File: src/rtl/minion_uart_pkg.sv
// Shared constants and state types for the minion UART peripheral.
package minion_uart_pkg;

    localparam int unsigned ADDR_W = 20;
    localparam int unsigned DATA_W = 32;
    localparam int unsigned BYTE_W = 8;
    localparam int unsigned STAT_W = 7;

    // Register selects, taken from bus_addr[3:2]
    localparam logic [1:0] REG_TXDATA  = 2'd0;
    localparam logic [1:0] REG_RXDATA  = 2'd1;
    localparam logic [1:0] REG_STATUS  = 2'd2;
    localparam logic [1:0] REG_DIVISOR = 2'd3;

    // STATUS bit positions
    localparam int unsigned ST_TX_FULL      = 0;
    localparam int unsigned ST_TX_EMPTY     = 1;
    localparam int unsigned ST_TX_BUSY      = 2;
    localparam int unsigned ST_RX_VALID     = 3;
    localparam int unsigned ST_RX_OVERRUN   = 4;
    localparam int unsigned ST_TX_DROP      = 5;
    localparam int unsigned ST_RX_FRAME_ERR = 6;

    typedef enum logic [1:0] {TX_IDLE, TX_START, TX_DATA, TX_STOP} tx_state_t;
    typedef enum logic [1:0] {RX_IDLE, RX_START, RX_DATA, RX_STOP} rx_state_t;

    // Word-register select within the 1 MiB slot; other offset bits alias
    function automatic logic [1:0] reg_sel(input logic [ADDR_W-1:0] addr);
        return addr[3:2];
    endfunction

endpackage

File: src/rtl/minion_uart_if.sv
// Decoded per-slot peripheral bus: strobe, offset, write data and registered read data.
interface minion_uart_if import minion_uart_pkg::*; ();

    logic              bus_ce;
    logic              bus_we;
    logic [ADDR_W-1:0] bus_addr;
    logic [DATA_W-1:0] bus_write;
    logic [DATA_W-1:0] bus_read;

    modport master (
        output bus_ce,
        output bus_we,
        output bus_addr,
        output bus_write,
        input  bus_read
    );

    modport slave (
        input  bus_ce,
        input  bus_we,
        input  bus_addr,
        input  bus_write,
        output bus_read
    );

endinterface

File: src/rtl/minion_sync_fifo.sv
// Single-clock first-word-fall-through FIFO; push is accepted when full if a pop happens the same cycle.
module minion_sync_fifo #(
    parameter int unsigned WIDTH = 8,
    parameter int unsigned DEPTH = 16
) (
    input  logic             clk,
    input  logic             rst,
    input  logic             push,
    input  logic [WIDTH-1:0] wdata,
    input  logic             pop,
    output logic [WIDTH-1:0] rdata,
    output logic             full,
    output logic             empty
);

    localparam int unsigned AW = $clog2(DEPTH);

    logic [WIDTH-1:0] mem [DEPTH];
    logic [AW:0]      wr_ptr;
    logic [AW:0]      rd_ptr;
    logic             do_push;
    logic             do_pop;

    // Extra pointer bit separates the full and empty cases when indices match
    assign empty   = (wr_ptr == rd_ptr);
    assign full    = (wr_ptr[AW] != rd_ptr[AW]) && (wr_ptr[AW-1:0] == rd_ptr[AW-1:0]);
    assign do_pop  = pop && !empty;
    assign do_push = push && (!full || do_pop);
    assign rdata   = mem[rd_ptr[AW-1:0]];

    // Pointer update
    always_ff @(posedge clk or posedge rst) begin
        if (rst) begin
            wr_ptr <= '0;
            rd_ptr <= '0;
        end else begin
            if (do_push) wr_ptr <= wr_ptr + (AW+1)'(1);
            if (do_pop)  rd_ptr <= rd_ptr + (AW+1)'(1);
        end
    end

    // Storage write; contents need no reset
    always_ff @(posedge clk) begin
        if (do_push) mem[wr_ptr[AW-1:0]] <= wdata;
    end

endmodule

File: src/rtl/minion_uart_periph.sv
// UART peripheral for one minion bus slot: TX FIFO + 8N1 serialiser, 8N1 deserialiser + holding register.
module minion_uart_periph import minion_uart_pkg::*; #(
    parameter int unsigned     TX_DEPTH    = 16,
    parameter int unsigned     DIV_W       = 16,
    parameter logic [DIV_W-1:0] DEFAULT_DIV = DIV_W'(433)
) (
    input  logic         clk,
    input  logic         rst,
    minion_uart_if.slave bus,
    input  logic         uart_rx,
    output logic         uart_tx,
    output logic         irq
);

    // Bus decode
    logic       wr_en;
    logic       rd_en;
    logic [1:0] sel;
    logic       tx_wr;
    logic       rx_rd;
    logic       st_wr;
    logic       div_wr;
    logic       unused_bus;

    assign sel    = reg_sel(bus.bus_addr);
    assign wr_en  = bus.bus_ce & bus.bus_we;
    assign rd_en  = bus.bus_ce & ~bus.bus_we;
    assign tx_wr  = wr_en && (sel == REG_TXDATA);
    assign rx_rd  = rd_en && (sel == REG_RXDATA);
    assign st_wr  = wr_en && (sel == REG_STATUS);
    assign div_wr = wr_en && (sel == REG_DIVISOR);
    assign unused_bus = ^{bus.bus_addr, bus.bus_write};

    // Register state
    logic [DIV_W-1:0]  div_q;
    logic [BYTE_W-1:0] rx_byte;
    logic              rx_valid;
    logic              rx_overrun;
    logic              tx_drop;
    logic              rx_frame_err;

    // TX path state
    tx_state_t         tx_state;
    logic [DIV_W-1:0]  tx_cnt;
    logic [BYTE_W-1:0] tx_shift;
    logic [2:0]        tx_bit;
    logic              tx_pop;
    logic              tx_busy;
    logic [BYTE_W-1:0] fifo_rdata;
    logic              fifo_full;
    logic              fifo_empty;

    // RX path state
    rx_state_t         rx_state;
    logic [DIV_W-1:0]  rx_cnt;
    logic [BYTE_W-1:0] rx_shift;
    logic [2:0]        rx_bit;
    logic              rx_s1;
    logic              rx_s2;
    logic              rx_prev;
    logic              rx_stop_ok;
    logic              rx_stop_bad;

    minion_sync_fifo #(
        .WIDTH (BYTE_W),
        .DEPTH (TX_DEPTH)
    ) u_tx_fifo (
        .clk   (clk),
        .rst   (rst),
        .push  (tx_wr),
        .wdata (bus.bus_write[BYTE_W-1:0]),
        .pop   (tx_pop),
        .rdata (fifo_rdata),
        .full  (fifo_full),
        .empty (fifo_empty)
    );

    // The serialiser takes the next byte when idle or at the last cycle of a stop bit
    assign tx_pop  = !fifo_empty &&
                     ((tx_state == TX_IDLE) || ((tx_state == TX_STOP) && (tx_cnt == '0)));
    assign tx_busy = (tx_state != TX_IDLE);

    // TX FSM: start, 8 data bits LSB first, stop; each bit lasts div_q+1 clocks
    always_ff @(posedge clk or posedge rst) begin
        if (rst) begin
            tx_state <= TX_IDLE;
            tx_cnt   <= '0;
            tx_shift <= '0;
            tx_bit   <= '0;
            uart_tx  <= 1'b1;
        end else begin
            case (tx_state)
                TX_IDLE: begin
                    if (tx_pop) begin
                        tx_state <= TX_START;
                        tx_cnt   <= div_q;
                        tx_shift <= fifo_rdata;
                        uart_tx  <= 1'b0;
                    end
                end
                TX_START: begin
                    if (tx_cnt == '0) begin
                        tx_state <= TX_DATA;
                        tx_cnt   <= div_q;
                        tx_bit   <= '0;
                        uart_tx  <= tx_shift[0];
                    end else begin
                        tx_cnt <= tx_cnt - DIV_W'(1);
                    end
                end
                TX_DATA: begin
                    if (tx_cnt == '0) begin
                        tx_cnt <= div_q;
                        if (tx_bit == 3'd7) begin
                            tx_state <= TX_STOP;
                            uart_tx  <= 1'b1;
                        end else begin
                            tx_bit   <= tx_bit + 3'd1;
                            tx_shift <= tx_shift >> 1;
                            uart_tx  <= tx_shift[1];
                        end
                    end else begin
                        tx_cnt <= tx_cnt - DIV_W'(1);
                    end
                end
                TX_STOP: begin
                    if (tx_cnt == '0) begin
                        if (tx_pop) begin
                            tx_state <= TX_START;
                            tx_cnt   <= div_q;
                            tx_shift <= fifo_rdata;
                            uart_tx  <= 1'b0;
                        end else begin
                            tx_state <= TX_IDLE;
                        end
                    end else begin
                        tx_cnt <= tx_cnt - DIV_W'(1);
                    end
                end
                default: begin
                    tx_state <= TX_IDLE;
                    uart_tx  <= 1'b1;
                end
            endcase
        end
    end

    // Two-flop synchroniser plus one delayed copy for falling-edge detection
    always_ff @(posedge clk or posedge rst) begin
        if (rst) begin
            rx_s1   <= 1'b1;
            rx_s2   <= 1'b1;
            rx_prev <= 1'b1;
        end else begin
            rx_s1   <= uart_rx;
            rx_s2   <= rx_s1;
            rx_prev <= rx_s2;
        end
    end

    assign rx_stop_ok  = (rx_state == RX_STOP) && (rx_cnt == '0) &&  rx_s2;
    assign rx_stop_bad = (rx_state == RX_STOP) && (rx_cnt == '0) && !rx_s2;

    // RX FSM: half-bit start check, then mid-bit samples every div_q+1 clocks
    always_ff @(posedge clk or posedge rst) begin
        if (rst) begin
            rx_state <= RX_IDLE;
            rx_cnt   <= '0;
            rx_shift <= '0;
            rx_bit   <= '0;
        end else begin
            case (rx_state)
                RX_IDLE: begin
                    if (rx_prev && !rx_s2) begin
                        rx_state <= RX_START;
                        rx_cnt   <= div_q >> 1;
                    end
                end
                RX_START: begin
                    if (rx_cnt == '0) begin
                        if (!rx_s2) begin
                            rx_state <= RX_DATA;
                            rx_cnt   <= div_q;
                            rx_bit   <= '0;
                        end else begin
                            rx_state <= RX_IDLE;
                        end
                    end else begin
                        rx_cnt <= rx_cnt - DIV_W'(1);
                    end
                end
                RX_DATA: begin
                    if (rx_cnt == '0) begin
                        rx_shift <= {rx_s2, rx_shift[BYTE_W-1:1]};
                        rx_cnt   <= div_q;
                        if (rx_bit == 3'd7) rx_state <= RX_STOP;
                        else                rx_bit   <= rx_bit + 3'd1;
                    end else begin
                        rx_cnt <= rx_cnt - DIV_W'(1);
                    end
                end
                RX_STOP: begin
                    if (rx_cnt == '0) rx_state <= RX_IDLE;
                    else              rx_cnt   <= rx_cnt - DIV_W'(1);
                end
                default: rx_state <= RX_IDLE;
            endcase
        end
    end

    // Status view of live state and sticky flags
    logic [STAT_W-1:0] status_c;

    always_comb begin
        status_c                  = '0;
        status_c[ST_TX_FULL]      = fifo_full;
        status_c[ST_TX_EMPTY]     = fifo_empty;
        status_c[ST_TX_BUSY]      = tx_busy;
        status_c[ST_RX_VALID]     = rx_valid;
        status_c[ST_RX_OVERRUN]   = rx_overrun;
        status_c[ST_TX_DROP]      = tx_drop;
        status_c[ST_RX_FRAME_ERR] = rx_frame_err;
    end

    // Register file, sticky flags (a set beats a same-edge clear) and registered read data
    always_ff @(posedge clk or posedge rst) begin
        if (rst) begin
            div_q        <= DEFAULT_DIV;
            rx_byte      <= '0;
            rx_valid     <= 1'b0;
            rx_overrun   <= 1'b0;
            tx_drop      <= 1'b0;
            rx_frame_err <= 1'b0;
            bus.bus_read <= '0;
        end else begin
            if (div_wr) div_q <= bus.bus_write[DIV_W-1:0];

            if (rx_stop_ok) begin
                rx_byte  <= rx_shift;
                rx_valid <= 1'b1;
            end else if (rx_rd) begin
                rx_valid <= 1'b0;
            end

            rx_overrun   <= (rx_overrun   & ~(st_wr & bus.bus_write[ST_RX_OVERRUN]))
                          | (rx_stop_ok & rx_valid & ~rx_rd);
            tx_drop      <= (tx_drop      & ~(st_wr & bus.bus_write[ST_TX_DROP]))
                          | (tx_wr & fifo_full & ~tx_pop);
            rx_frame_err <= (rx_frame_err & ~(st_wr & bus.bus_write[ST_RX_FRAME_ERR]))
                          | rx_stop_bad;

            if (rd_en) begin
                case (sel)
                    REG_RXDATA:  bus.bus_read <= DATA_W'({rx_valid, rx_byte});
                    REG_STATUS:  bus.bus_read <= DATA_W'(status_c);
                    REG_DIVISOR: bus.bus_read <= DATA_W'(div_q);
                    default:     bus.bus_read <= '0;
                endcase
            end
        end
    end

    assign irq = rx_valid;

endmodule

File: src/flat_wrapper.sv
// flat-port wrapper written by rule: the top's interface ports become plain ports
module minion_uart_periph_flat import minion_uart_pkg::*;
#(
    parameter int unsigned     TX_DEPTH    = 16,
    parameter int unsigned     DIV_W       = 16,
    parameter logic [DIV_W-1:0] DEFAULT_DIV = DIV_W'(433)
)
  (clk, rst, uart_rx, uart_tx, irq, bus_bus_ce, bus_bus_we, bus_bus_addr, bus_bus_write, bus_bus_read);
  minion_uart_if bus_i ();
  input  logic clk;
  input  logic rst;
  input  logic uart_rx;
  output logic uart_tx;
  output logic irq;
  input wire logic [$bits(bus_i.bus_ce)-1:0] bus_bus_ce;
  input wire logic [$bits(bus_i.bus_we)-1:0] bus_bus_we;
  input wire logic [$bits(bus_i.bus_addr)-1:0] bus_bus_addr;
  input wire logic [$bits(bus_i.bus_write)-1:0] bus_bus_write;
  output wire logic [$bits(bus_i.bus_read)-1:0] bus_bus_read;
  assign bus_i.bus_ce = bus_bus_ce;
  assign bus_i.bus_we = bus_bus_we;
  assign bus_i.bus_addr = bus_bus_addr;
  assign bus_i.bus_write = bus_bus_write;
  assign bus_bus_read = bus_i.bus_read;
  minion_uart_periph #(.TX_DEPTH(TX_DEPTH), .DIV_W(DIV_W), .DEFAULT_DIV(DEFAULT_DIV)) u_core (.clk(clk), .rst(rst), .bus(bus_i), .uart_rx(uart_rx), .uart_tx(uart_tx), .irq(irq));
endmodule
File: config.mk
export PLATFORM = sky130hd
export DESIGN_NAME = minion_uart_periph_flat
export DESIGN_NICKNAME = d
export VERILOG_FILES = /design/src/rtl/minion_uart_pkg.sv /design/src/rtl/minion_uart_if.sv /design/src/rtl/minion_sync_fifo.sv /design/src/rtl/minion_uart_periph.sv /design/src/flat_wrapper.sv
export SDC_FILE = /design/constraint.sdc
export NUM_CORES = 1
export LEC_CHECK = 0
export BUFFER_PORTS_ARGS = -buffer_cell sky130_fd_sc_hd__buf_2
export CAP_MARGIN = 20
export CORE_MARGIN = 2
export CORE_UTILIZATION = 45
export DETAILED_ROUTE_END_ITERATION = 16
export PLACE_DENSITY_LB_ADDON = 0.3
export SYNTH_ARGS = -nofsm -noshare
export SYNTH_HDL_FRONTEND = slang
export SYNTH_HIERARCHICAL = 1
export SYNTH_SLANG_ARGS = --single-unit
File: constraint.sdc
create_clock -name clk -period 9.3 [get_ports clk]
set_input_delay 0.93 -clock clk [delete_from_list [all_inputs] [get_ports clk]]
set_output_delay 0.93 -clock clk [all_outputs]
set_load 0.01 [all_outputs]
==> summary.txt <==
Req. time, crit path - 9530 ps
Finished Core Util - 0.513
Die height - 165 um
Fin cells - 1,258
Most frequent cell after synthesis - edfxtp_1
Initial antenna violation count - 0
Reg clk slew, reported paths - 60 ps
Area fraction of the dominant cell type after synthesis - 0.330
Unrepaired setup endpoints after global routing - false
Most frequent cells after synthesis - edfxtp_1, dfrtp_1, nand2_1
Initial core utilization - 0.460
Post-CTS Resized - 0
Fillers - 2,077
Critical path type - register to register
Multi-input gate area - 4570 sq um
Number of synthesized flops with an enable pin - 128
CP max stage cell - buf_4
DR WL/cell - 20.5 um
N_diodes - 0
VDD IR max - 0.000154 V
Final Hold Fails - 0
Crit path launch - u_core/u_tx_fifo/rd_ptr[1]
Register area share after synthesis - 0.579
PwrDens - 314 nW/um^2
Clock buffer depth - 3
Worst-margin pin slew - 991 ps
Htree depth - 1
Largest net degree at the start of global routing - 62
CP Launch Type - register
Layout cells sized above 1 - 0.231
Worst R2R Start - u_core/u_tx_fifo/rd_ptr[1]
First-pass GRT wire length - 41,500 um
Critical path buffers and inverters - 4
Final period utilization - 0.397
TritonCTS clock tree - done
Area contributors post-synth - edfxtp_1, dfrtp_1, mux4_2
Async SR Flop Fraction - 0.475
Outcome - finished clean
Post-CTS Setup Bufs - 0
Largest delay share family, worst path - buffers and inverters
Post-synthesis cell area - 11,700 sq um
Leakage - 5.09 nW
Final nets - 987
Port bufs - 40
Row cnt - 58
Core Footprint - 25,300 sq um
Clk Latency, worst-skew pair - 540 ps
CP arrival - 3920 ps
Min-Delay Path Class - register to register
Die ar. - 27,200 sq um
Detailed-route via count - 7,427
Clock sink total - 244
WL final - 25,800 um
1st-iter DRT viols - 705
Distinct cell type count after synthesis - 80
Relative slew margins - 0.339
CTS Root Cell - clkbuf_16
Vias in the first global route - 7,269
# hold bufs at CTS - 0
Drc violations - 0
Die width - 165 um
R2R setup slack - 5610 ps
Cts bufs inserted - 26
Vias per cell - 5.90
Hpwl dp - 17,200 um
TNS Setup - 0 ps
Max-slew violations - 0
CP Capture Point - u_core/u_tx_fifo/mem[10][2]
Layout area overhead - 11.3%
Gr usage total - 0.196
Setup violations, final - 0
Most frequent CP cell - buf_4
Instance count on the critical path - 11
Worst setup EP type - register
Fmax - 271 MHz
# placed instances - 1,209
Synth Warn # - 6
Clk_skew - 10.7 ps
Tmin final - 3690 ps
Reg-to-Reg End - u_core/u_tx_fifo/mem[10][2]
Max_cap viols - 0
Router iterations before antenna repair - 6
Final estimated routing congestion in global placement - 0.869
CP max stage delay - 480 ps
Primary FF master, synth - edfxtp_1
Synth area leader - edfxtp_1
Global route total overflow - 0
Reg area - 6760 sq um
Avg Inst Size Synth - 13.4 sq um
Seq cells post-synth - 244
Synthesized instance count - 869
ANT nets after route - 0
Crit Path Max Fanout - 36
IO Pins - 91
Worst R2R Path Depth - 11
Worst path cell trace - buf_4 -> xnor2_4 -> nand4_4 -> or2b_4 -> inv_1 -> nand2b_1 -> a21boi_1 -> buf_4 -> inv_2 -> o31a_4 -> and3_1
per-layer routing:
layer  track usage  vias up  wire length, um
li1              -     3375                -
met1         0.303     3767            11900
met2         0.298      245            11900
met3        0.0221       40             1460
met4        0.0466        0              450
met5             0        -                0
worst min-delay path by stage:
stage	from	to	slack [ps]	cells past startpoint
after global placement	u_core/rx_s1	u_core/rx_s2	350	0
after floorplan	u_core/rx_s1	u_core/rx_s2	350	0
after detailed placement	u_core/rx_s1	u_core/rx_s2	350	0
after CTS	u_core/rx_s1	u_core/rx_s2	360	0
final	u_core/rx_s1	u_core/rx_s2	360	0
after global routing	u_core/rx_s1	u_core/rx_s2	360	0
cell families (layout without fill, tap and decap cells):
family,count (synthesis),after routing,synth area share
other,1,16,0.000322
DFF,244,244,0.579
buffers and inverters,73,117,0.0335
and+or+nand+nor,221,221,0.101
adders and majority gates,22,22,0.0236
muxes,96,96,0.123
AOI/OAI and AO/OA,185,185,0.112
xor gates and xnor gates,27,27,0.0274
layout by cell type, fill, tap and decap left out, types with 5 or more instances in the layout:
cell type and count:
nor2_1 42, dfstp_2 9, nand3_1 10, o211ai_1 7, clkinv_2 6, nor2b_1 14, a31oi_1 7, xor2_1 10
mux4_2 32, buf_4 8, nand2b_1 11, conb_1 16, o21ai_0 45, nor3_1 10, edfxtp_1 128, inv_1 19
a22o_1 12, mux2i_1 7, ha_1 22, mux2_2 56, a22oi_1 37, nand2_1 71, o21bai_1 5, a221o_1 5
buf_2 40, nand4_1 13, o22ai_1 7, and3_1 15, clkbuf_16 26, bufinv_16 5, nor4_1 5, dfrtp_1 106
o31ai_1 5, xnor2_1 12, a21oi_1 20
per-stage QoR:
| stage | total power, mW | hold slack (ps) | worst slack (ps) | area, sq um |
|---|---|---|---|---|
| 3_5_place_dp | 3.00 | 350 | 5630 | 12100 |
| 2_1_floorplan | 2.64 | 345 | 5600 | 11700 |
| 5_1_grt | 4.32 | 359 | 5450 | 13000 |
| 4_1_cts | 4.09 | 359 | 5630 | 13000 |
| 3_3_place_gp | 2.97 | 349 | 5690 | 12100 |
| 6_report | 4.07 | 357 | 5610 | 13000 |
sequential cells by signal, indices dropped and copies added, names as in the netlist, 5 cells and up, named ones only:
signal	count
u_core/u_tx_fifo/mem	128
u_core/tx_cnt	16
u_core/div_q	16
u_core/u_tx_fifo/wr_ptr	5
u_core/u_tx_fifo/rd_ptr	5
u_core/bus.bus_read	16
u_core/rx_byte	8
u_core/rx_shift	8
u_core/rx_cnt	16
u_core/tx_shift	8
layout make-up:
class	instances	area share
sequential	244	0.521
inverter	21	0.00626
tap	330	0.0318
multi-input combinational	567	0.352
clock inverter	20	0.0186
clock buffer	28	0.0507
timing repair buffer	48	0.0200
power breakdown:
part	internal, mW	leakage [nW]	switching (mW)
combinational	0.662	2.02	0.861
clock	0.652	0.431	0.431
sequential	1.29	2.64	0.180
(Power assumes the default switching activity.)
